<file path="config.mk">
export PLATFORM = sky130hd
export DESIGN_NAME = codec_cfg_seq
export DESIGN_NICKNAME = d
export VERILOG_FILES = /design/src/rtl/codec_cfg_pkg.sv /design/src/rtl/codec_cfg_rom.sv /design/src/rtl/codec_cfg_seq.sv
export SDC_FILE = /design/constraint.sdc
export NUM_CORES = 1
export LEC_CHECK = 0
export CORE_MARGIN = 2
export CORE_UTILIZATION = 59
export DETAILED_ROUTE_END_ITERATION = 16
export PLACE_DENSITY_LB_ADDON = 0.15
export SYNTH_ARGS = -nofsm -noshare
export SYNTH_HDL_FRONTEND = slang
export SYNTH_SLANG_ARGS = --single-unit
</file>
<file path="constraint.sdc">
create_clock -name clk -period 7.8 [get_ports clk]
set_input_delay 1.56 -clock clk [delete_from_list [all_inputs] [get_ports clk]]
set_output_delay 1.56 -clock clk [all_outputs]
set_load 0.005 [all_outputs]
</file>
<file path="src/rtl/codec_cfg_pkg.sv">
// codec_cfg_pkg
//   Shared definitions for the WM8731 configuration sequencer:
//   - FSM state enum
//   - WM8731 register addresses (7-bit)
//   - build_word(): packs a 7-bit address and 9-bit data into one control word
//   - INIT_TBL: the power-up control word sequence, sent in index order
package codec_cfg_pkg;

  typedef enum logic [2:0] {
    ST_IDLE,
    ST_SEND,
    ST_WAIT,
    ST_GAP,
    ST_DONE,
    ST_ERROR
  } cfg_state_e;

  // WM8731 register map
  localparam logic [6:0] R0_LLINE   = 7'h00;  // left line in
  localparam logic [6:0] R1_RLINE   = 7'h01;  // right line in
  localparam logic [6:0] R2_LHP     = 7'h02;  // left headphone out
  localparam logic [6:0] R3_RHP     = 7'h03;  // right headphone out
  localparam logic [6:0] R4_APATH   = 7'h04;  // analog audio path
  localparam logic [6:0] R5_DPATH   = 7'h05;  // digital audio path
  localparam logic [6:0] R6_PWR     = 7'h06;  // power down control
  localparam logic [6:0] R7_IFACE   = 7'h07;  // digital audio interface format
  localparam logic [6:0] R8_SRATE   = 7'h08;  // sampling control
  localparam logic [6:0] R9_ACTIVE  = 7'h09;  // active control
  localparam logic [6:0] R15_RESET  = 7'h0F;  // software reset

  function automatic logic [15:0] build_word(input logic [6:0] addr,
                                             input logic [8:0] data);
    return {addr, data};
  endfunction

  localparam int INIT_LEN = 11;

  localparam logic [15:0] INIT_TBL [INIT_LEN] = '{
    build_word(R15_RESET, 9'h000),  // 1E00 reset
    build_word(R6_PWR,    9'h000),  // 0C00 power all on
    build_word(R0_LLINE,  9'h017),  // 0017 line-in L
    build_word(R1_RLINE,  9'h017),  // 0217 line-in R
    build_word(R2_LHP,    9'h079),  // 0479 HP L
    build_word(R3_RHP,    9'h079),  // 0679 HP R
    build_word(R4_APATH,  9'h012),  // 0812 DAC select, mic muted
    build_word(R5_DPATH,  9'h000),  // 0A00 digital path
    build_word(R7_IFACE,  9'h001),  // 0E01 left-justified, 16-bit
    build_word(R8_SRATE,  9'h000),  // 1000 normal mode 48k
    build_word(R9_ACTIVE, 9'h001)   // 1201 active
  };

endpackage

</file>
<file path="src/rtl/codec_cfg_rom.sv">
// codec_cfg_rom
//   Combinational lookup of the init table.
//   i_idx  [3:0]  table index
//   o_word [15:0] control word; 16'h0000 for indices past the table end
module codec_cfg_rom
  import codec_cfg_pkg::*;
(
  input  logic [3:0]  i_idx,
  output logic [15:0] o_word
);

  always_comb begin
    o_word = 16'h0000;
    if (i_idx < 4'(INIT_LEN)) o_word = INIT_TBL[i_idx];
  end

endmodule

</file>
<file path="src/rtl/codec_cfg_seq.sv">
// codec_cfg_seq
//   Walks the WM8731 init table, launching one I2C transfer per word,
//   retrying NACKed/timed-out words and reporting sticky done/error.
//   Ports:
//     clk, reset      clock, synchronous active-high reset
//     start           pulse: (re)run the sequence; ignored while busy
//     i2c_done        pulse from I2C controller: transfer finished
//     i2c_ack_ok      qualifies i2c_done: all bytes ACKed
//     i2c_go          pulse: launch one transfer
//     i2c_data        word being sent, held from go until done/timeout
//     word_idx        table index in flight
//     busy            run in progress
//     cfg_done        sticky: every word ACKed
//     cfg_err         sticky: a word ran out of retries
//     retry_cnt       resends of the current word so far
module codec_cfg_seq
  import codec_cfg_pkg::*;
#(
  parameter int NUM_WORDS   = 11,     // 1..16
  parameter int GAP_CYC     = 256,    // >= 1
  parameter int TIMEOUT_CYC = 65535,  // >= 1
  parameter int MAX_RETRY   = 3,      // 0..3
  parameter int AUTO_START  = 1
) (
  input  logic        clk,
  input  logic        reset,
  input  logic        start,
  input  logic        i2c_done,
  input  logic        i2c_ack_ok,
  output logic        i2c_go,
  output logic [15:0] i2c_data,
  output logic [3:0]  word_idx,
  output logic        busy,
  output logic        cfg_done,
  output logic        cfg_err,
  output logic [1:0]  retry_cnt
);

  localparam int TMO_W = $clog2(TIMEOUT_CYC + 1);
  localparam int GAP_W = $clog2(GAP_CYC + 1);
  // Counters load N-1 and act on reaching 0, so WAIT lasts TIMEOUT_CYC
  // cycles and GAP lasts exactly GAP_CYC cycles.
  localparam logic [TMO_W-1:0] TMO_LOAD  = TMO_W'(TIMEOUT_CYC - 1);
  localparam logic [GAP_W-1:0] GAP_LOAD  = GAP_W'(GAP_CYC - 1);
  localparam logic [3:0]       IDX_LAST  = 4'(NUM_WORDS - 1);
  localparam logic [1:0]       RETRY_MAX = 2'(MAX_RETRY);

  cfg_state_e       r_state, w_state_nxt;
  logic [15:0]      r_data;
  logic [3:0]       r_idx, w_idx_nxt;
  logic [1:0]       r_retry, w_retry_nxt;
  logic             r_busy, r_done, r_err;
  logic [TMO_W-1:0] r_tmo;
  logic [GAP_W-1:0] r_gcnt;
  logic             r_ok;    // result of the last transfer, acted on at end of GAP
  logic             r_auto;  // one-shot launch request armed by reset
  logic             w_launch, w_to_gap, w_gap_ok, w_set_done, w_set_err;
  logic [15:0]      w_rom_word;

  // Indexed by the next index so i2c_data is valid in the go cycle itself.
  codec_cfg_rom u_rom (
    .i_idx  (w_idx_nxt),
    .o_word (w_rom_word)
  );

  always_comb begin
    w_state_nxt = r_state;
    w_idx_nxt   = r_idx;
    w_retry_nxt = r_retry;
    w_launch    = 1'b0;
    w_to_gap    = 1'b0;
    w_gap_ok    = 1'b0;
    w_set_done  = 1'b0;
    w_set_err   = 1'b0;
    case (r_state)
      ST_IDLE, ST_DONE, ST_ERROR: begin
        if (start || r_auto) begin
          w_launch    = 1'b1;
          w_idx_nxt   = '0;
          w_retry_nxt = '0;
          w_state_nxt = ST_SEND;
        end
      end
      ST_SEND: w_state_nxt = ST_WAIT;
      ST_WAIT: begin
        // done takes priority over a simultaneous timeout expiry
        if (i2c_done) begin
          w_to_gap    = 1'b1;
          w_gap_ok    = i2c_ack_ok;
          w_state_nxt = ST_GAP;
        end else if (r_tmo == '0) begin
          w_to_gap    = 1'b1;
          w_state_nxt = ST_GAP;
        end
      end
      ST_GAP: begin
        if (r_gcnt == '0) begin
          if (r_ok) begin
            if (r_idx == IDX_LAST) begin
              w_state_nxt = ST_DONE;
              w_set_done  = 1'b1;
            end else begin
              w_idx_nxt   = r_idx + 4'd1;
              w_retry_nxt = '0;
              w_state_nxt = ST_SEND;
            end
          end else if (r_retry < RETRY_MAX) begin
            w_retry_nxt = r_retry + 2'd1;
            w_state_nxt = ST_SEND;
          end else begin
            w_state_nxt = ST_ERROR;
            w_set_err   = 1'b1;
          end
        end
      end
      default: w_state_nxt = ST_IDLE;
    endcase
  end

  always_ff @(posedge clk) begin
    if (reset) begin
      r_state <= ST_IDLE;
      r_data  <= 16'h0000;
      r_idx   <= '0;
      r_retry <= '0;
      r_busy  <= 1'b0;
      r_done  <= 1'b0;
      r_err   <= 1'b0;
      r_tmo   <= '0;
      r_gcnt  <= '0;
      r_ok    <= 1'b0;
      r_auto  <= (AUTO_START != 0);
    end else begin
      r_state <= w_state_nxt;
      r_idx   <= w_idx_nxt;
      r_retry <= w_retry_nxt;
      if (w_state_nxt == ST_SEND) r_data <= w_rom_word;
      if (w_launch) begin
        r_auto <= 1'b0;
        r_busy <= 1'b1;
        r_done <= 1'b0;
        r_err  <= 1'b0;
      end
      if (w_set_done) begin
        r_busy <= 1'b0;
        r_done <= 1'b1;
      end
      if (w_set_err) begin
        r_busy <= 1'b0;
        r_err  <= 1'b1;
      end
      // saturating countdown, never wraps
      if (r_state == ST_SEND)                    r_tmo <= TMO_LOAD;
      else if (r_state == ST_WAIT && r_tmo != '0) r_tmo <= r_tmo - 1'b1;
      if (w_to_gap) begin
        r_gcnt <= GAP_LOAD;
        r_ok   <= w_gap_ok;
      end else if (r_state == ST_GAP && r_gcnt != '0) begin
        r_gcnt <= r_gcnt - 1'b1;
      end
    end
  end

  assign i2c_go    = (r_state == ST_SEND);
  assign i2c_data  = r_data;
  assign word_idx  = r_idx;
  assign busy      = r_busy;
  assign cfg_done  = r_done;
  assign cfg_err   = r_err;
  assign retry_cnt = r_retry;

endmodule

</file>
Word level (Yosys, flattened, before mapping)
Memories as Yosys holds them, arrays and structs flattened.
Cells that the tools add are included.
- mux-type cells: 44
- add/sub/neg operators: 4
- bitwise gates (word level): 1
- eq/ne operators: 11
- reduce and logical (&&, ||, !) cells: 18
- order comparisons: 3
- operators by type and width (cell ; count):
    $mux 16 ; 5
    $mux 3 ; 7
    $mux 1 ; 18
    $logic_not 16->1 ; 1
    $mux 4 ; 4
    $mux 8 ; 2
    $reduce_bool 16->1 ; 1
    $sub 16x1->16 const B ; 1
    $pmux 3 s4 ; 1
    $mux 2 ; 5
    $reduce_bool 2->1 ; 5
    $logic_not 9->1 ; 1
    $reduce_bool 9->1 ; 1
    $sub 9x1->9 const B ; 1
    $pmux 4 s2 ; 1
    $eq 3x1->1 const B ; 2
    $eq 3x2->1 const B ; 2
    $eq 3x3->1 const B ; 2
    $ne 3x3->1 const B ; 2
    $reduce_or 3->1 ; 2
    $ge 5x5->1 const B ; 1
    $not 4->5 ; 1
    $reduce_and 5->1 ; 1
    $add 4x1->4 const B ; 1
    other kinds (10) ; 13
- flip-flop bits (word level): 55
- bits of input ports: 5
- logic and storage cells: 95
- output and inout bits: 26
- ROM bits: 256
- memories kept: 1
- memory list (name ; depth ; bits a word ; read ports ; clocked after memory_dff ; wr ports ; line ; RTL):
    (no name shown) ; 16 ; 16 ; 1 ; 0 ; 0 ; codec_cfg_rom.sv:14 ; if (i_idx < 4'(INIT_LEN)) o_word = INIT_TBL[i_idx];

Longest topological paths before layout
- word-level depth: 10
- gate-level depth with buffers: 10
- mapped depth without buffers: 10

By module
From an unflattened synthesis, not the netlist that was laid out.
- cell total of the unflattened synthesis: 340
- area total of the unflattened synthesis: 3067.9 µm²
- by module, submodules not included (module ; instances ; cells an instance ; area an instance (µm²) ; seq. area each (µm²)):
    codec_cfg_seq ; 1 ; 300 ; 2750.1 ; 1101.1
    codec_cfg_rom ; 1 ; 40 ; 317.8 ; 0.0

Worst setup path before layout
Ideal clock, no wire load.
- path type: input -> register
- start point: in start
- end point: reg r_data[10] (netlist: i2c_data[10])
- arrival time: 2971 ps
- path slack: 4744 ps
- stages: 8
- required time: 7714 ps
- library setup time: 86 ps
- path buffers: 0
- cells stage by stage: nor2_1 > o31ai_1 > mux2_2 > inv_1 > ha_1 > nor4b_1 > a21oi_1 > a211oi_1
- cells in the longest elaborated chain, start to end: 8
- elaborated cells between the ends (all ways): 12
- classes of those cells: 1 x order compare; 1 x eq/ne; 7 x mux; 1 x bitwise; 1 x reduce/logical; 1 x memory
- ends and longest elaborated chain (element ; line ; RTL):
    from (decl) ; codec_cfg_seq.sv:27 ; input logic start,
    $logic_or 1x1->1 (*) ; codec_cfg_seq.sv:77 ; if (start || r_auto) begin
    $mux 4 (*) ; codec_cfg_seq.sv:77 ;
    $pmux 4 s2 (*) ; codec_cfg_seq.sv:75 ; case (r_state)
    named net u_rom.i_idx[1] ; codec_cfg_rom.sv:8 ; input logic [3:0] i_idx,
    $not 4->5 (not written as such) ; codec_cfg_rom.sv:14 ;
    $mem_v2 16x16 ; n/a ;
    $mux 16 (not written as such) (2 in a row) ; codec_cfg_rom.sv:14 ;
    $mux 16 (*) ; codec_cfg_rom.sv:14 ;
    to (signal assigned) ; codec_cfg_seq.sv:137 ; if (w_state_nxt == ST_SEND) r_data <= w_rom_word;
    to (decl) ; codec_cfg_seq.sv:49 ; logic [15:0] r_data;
The timed path passes the listed nets; every way through them passes the cells marked *. The select of a mux whose other input is x is not followed.
A chain may end at the register's enable or synchronous reset.

Final worst setup path
- start point: reg r_state[0]
- end point: out i2c_go
- cells in the longest elaborated chain, start to end: 1
- ends and longest elaborated chain (element ; line ; RTL):
    from (decl) ; codec_cfg_seq.sv:48 ; cfg_state_e r_state, w_state_nxt;
    from (signal assigned) ; codec_cfg_seq.sv:134 ; r_state <= w_state_nxt;
    $eq 3x1->1 ; codec_cfg_seq.sv:164 ; assign i2c_go = (r_state == ST_SEND);
    to (decl) ; codec_cfg_seq.sv:30 ; output logic i2c_go,
No other way between the ends.

==> run_results.csv <==
group,metric,value,unit
detailed_routing,drc,0,
detailed_routing,wl,4830,µm
setup_path,reg2reg_slack,4.90,ns
job,max_cap_viol_count,0,
timing,fin_ws,3.80,ns
floorplanning,die_x,69.3,µm
clock_tree,clock-sinks,48,
synth,synth_most_common_cell,"dfxtp_1",
power,p_comb_share,33.4,%
setup_path,rr_worst_depth,10,
timing,rsz0062_at_grt,"no",
global_routing,grt_usage,20.4,%
floorplanning,rows,23,
floorplanning,die_y,69.3,µm
timing,post-route-period-util,51.3,%
synth,synth_cells,286,
timing,finalClockSkew,0.00657,ns
clock_tree,clock_latency,0.30,ns
finish,nets,318,
worst_hold_path,min_path_type,"reg2reg",
worst_hold_path,whs_path_depth,2,
timing,finalHoldViolCount,0,
synth,synth_edf_count,0,
synth,synth_top_area_share,38.2,%
synth,syn_area_per_cell,8.79,µm²
synth,synth-seq-cells,48,
synth,syn_area,2510,µm²
finish,antenna_cells,0,
worst_hold_path,hold_end,"i2c_data[1]",
global_routing,antenna_found_initial,0,
power,p_leak,1.07,nW
detailed_routing,vias,1987,
run_status,status,"complete, no violations",
setup_path,cp-start-kind,"flop",
clock_tree,cts_tree,"done",
power,swShare,35.7,%
power,power.switching,253,µW
power,ir_worst_vdd,0.000158,V
floorplanning,io_pins,31,
detailed_routing,drt_pass1_iterations,4,
clock_tree,cts_hold_buffers,0,
clock_tree,htree_levels,2,
setup_path,reg2reg_from,"r_gcnt[0]",
synth,yosys-top-cells-area,"dfxtp_1 38%, a21oi_1 6.2%, ha_1 5.5%, xnor2_1 4.9%, nor2_1 3.6%",
synth,async_flop_share,0,%
placed_design,hpwl,3370,µm
timing,fin_tns_setup,0,ns
synth,synth_ff_type,"dfxtp_1",
global_routing,grt_remaining_overflow,0,
setup_path,timing.rr.end,"i2c_data[10]",
finish,fill_cells,340,
power,clockPowerShare,20.1,%
setup_path,end_kind,"primary output",
timing,worst_pin_slew,0.907,ns
timing,slew_headroom,39.5,%
clock_tree,postCtsSetupBuffers,0,
clock_tree,clkTransAtPathRegs,0.09,ns
clock_tree,cts_root_buffer,"clkbuf_8",
power,p_per_area,251,nW/µm²
setup_path,arrival,2.44,ns
detailed_routing,drt_iter0_markers,70,
setup_path,crit_required,6.24,ns
global_routing,grt_pass1_vias,1785,
synth,synth-seq-area-share,38.2,%
floorplanning,die_area,4800,µm²
timing,period_needed,4.00,ns
synth,synth_top_area_cell,"dfxtp_1",
synth,yosys-top-cells-count,"48 x dfxtp_1, 31 x a21oi_1, 24 x nor2_1, 14 x xnor2_1, 12 x nand2_1",
setup_path,crit_type,"reg2out",
global_routing,grt_pass1_wl,8160,µm
global_routing,grt_max_degree,49,
synth,yosysWarnings,0,
clock_tree,numCtsBuffers,5,
placed_design,place.gp.congestion,0.838,
clock_tree,cts_resized,0,
timing,slew_viol_final,0,
floorplanning,start_util,62.0,%
placed_design,numPortBuffers,25,
synth,yosysUniqueCellTypes,51,
clock_tree,clockBufferDepth,2,
finish,syn_to_final_growth,12.1,%
floorplanning,core,4060,µm²
detailed_routing,ant_nets,0,
worst_hold_path,hold_start,"i2c_data[1]",
detailed_routing,wl_per_cell,13.7,µm
timing,finalSetupViolCount,0,
finish,finalCoreUtilization,69.5,%
setup_path,crit_fanout,16,
detailed_routing,avgViaCountPerCell,5.64,
placed_design,pre_cts_ws,4.02,ns
finish,layout-drive-gt1-share,5.30,%
power,p_int,455,µW
power,power_frac_seq,46.6,%
timing,clock.fmax,250,MHz
metrics by stage:
stage	std cells	hold slack (ns)	power, mW	area [µm²]
2_1_floorplan	290	0.458	0.517	2530
3_3_place_gp	345	0.456	0.566	2740
3_5_place_dp	345	0.462	0.571	2740
4_1_cts	352	0.476	0.714	2820
5_1_grt	352	0.503	0.752	2820
6_report	352	0.476	0.708	2820
worst max-delay path by stage:
stage | start | slack (ns) | to | cells past startpoint
floorplan | start | 4.74 | i2c_data[10] | 8
finish | r_state[0] | 3.80 | i2c_go | 4
CTS | r_state[0] | 3.81 | i2c_go | 4
detailed placement | start | 4.02 | i2c_data[11] | 9
global placement | start | 4.09 | i2c_data[11] | 9
global route | r_state[0] | 3.61 | i2c_go | 4
metal layers:
layer	GRT usage, %	vias up	part of all wire, %
met2	32.6	31	47
met3	5.81	6	4.3
met1	26.9	903	48
met5	0	-	0
li1	-	1047	-
met4	5.88	0	0.87
power by group through the flow:
stage                     registers, mW  clock network [mW]  logic [mW]
after floorplan                   0.323                   0       0.194
after global placement            0.334                   0       0.232
after detailed placement          0.335                   0       0.236
after CTS                         0.330               0.147       0.237
after global routing              0.336               0.153       0.262
final                             0.330               0.142       0.236
worst max-delay path: stages, from the launching register on:
cell and delay (ns):
dfxtp_1 0.47, nor2b_1 0.49, nand2b_1 0.49, inv_1 0.18, clkdlybuf4s50_1 0.52
layout make-up:
class                   instances  area [µm²]  share of cell area, %
repair buffers                 27         265                   9.41
multi-input cells             209        1410                   50.0
flip-flops and latches         48         961                   34.1
well taps                      50        62.6                   2.22
clock inverters                 2        12.5                  0.444
inverters                      11        41.3                   1.46
clock buffers                   5        68.8                   2.44
kinds of logic (layout without fill, tap and decap cells):
family | count (synthesis) | after routing | synth area share, %
buf+inv | 33 | 45 | 6.37
compound gates | 62 | 62 | 16.5
other cells | 1 | 5 | 0.149
flops | 48 | 48 | 38.2
simple gates | 104 | 104 | 23.6
mux | 5 | 5 | 2.04
fa+ha+maj | 11 | 11 | 5.47
xor+xnor | 22 | 22 | 7.66
cells in the final DEF (no fill, tap or decap), drive strengths merged, types with 7 or more instances in the layout:
master,netlist,layout
dfxtp,48,48
a21oi,31,31
clkdlybuf4s50,0,25
nor2,24,24
xnor2,14,14
nand2,12,12
inv,11,11
ha,11,11
nor3,11,11
nand3,10,10
nand2b,9,9
xor2,8,8
nor4,7,7
sequential cells by signal, indices dropped and copies added, names as in the netlist, 2 cells and up:
name and flops:
word_idx 4, r_state 3, r_tmo 16, r_gcnt 9, retry_cnt 2, i2c_data 9
Note: power is estimated with default switching activity, not from simulation.
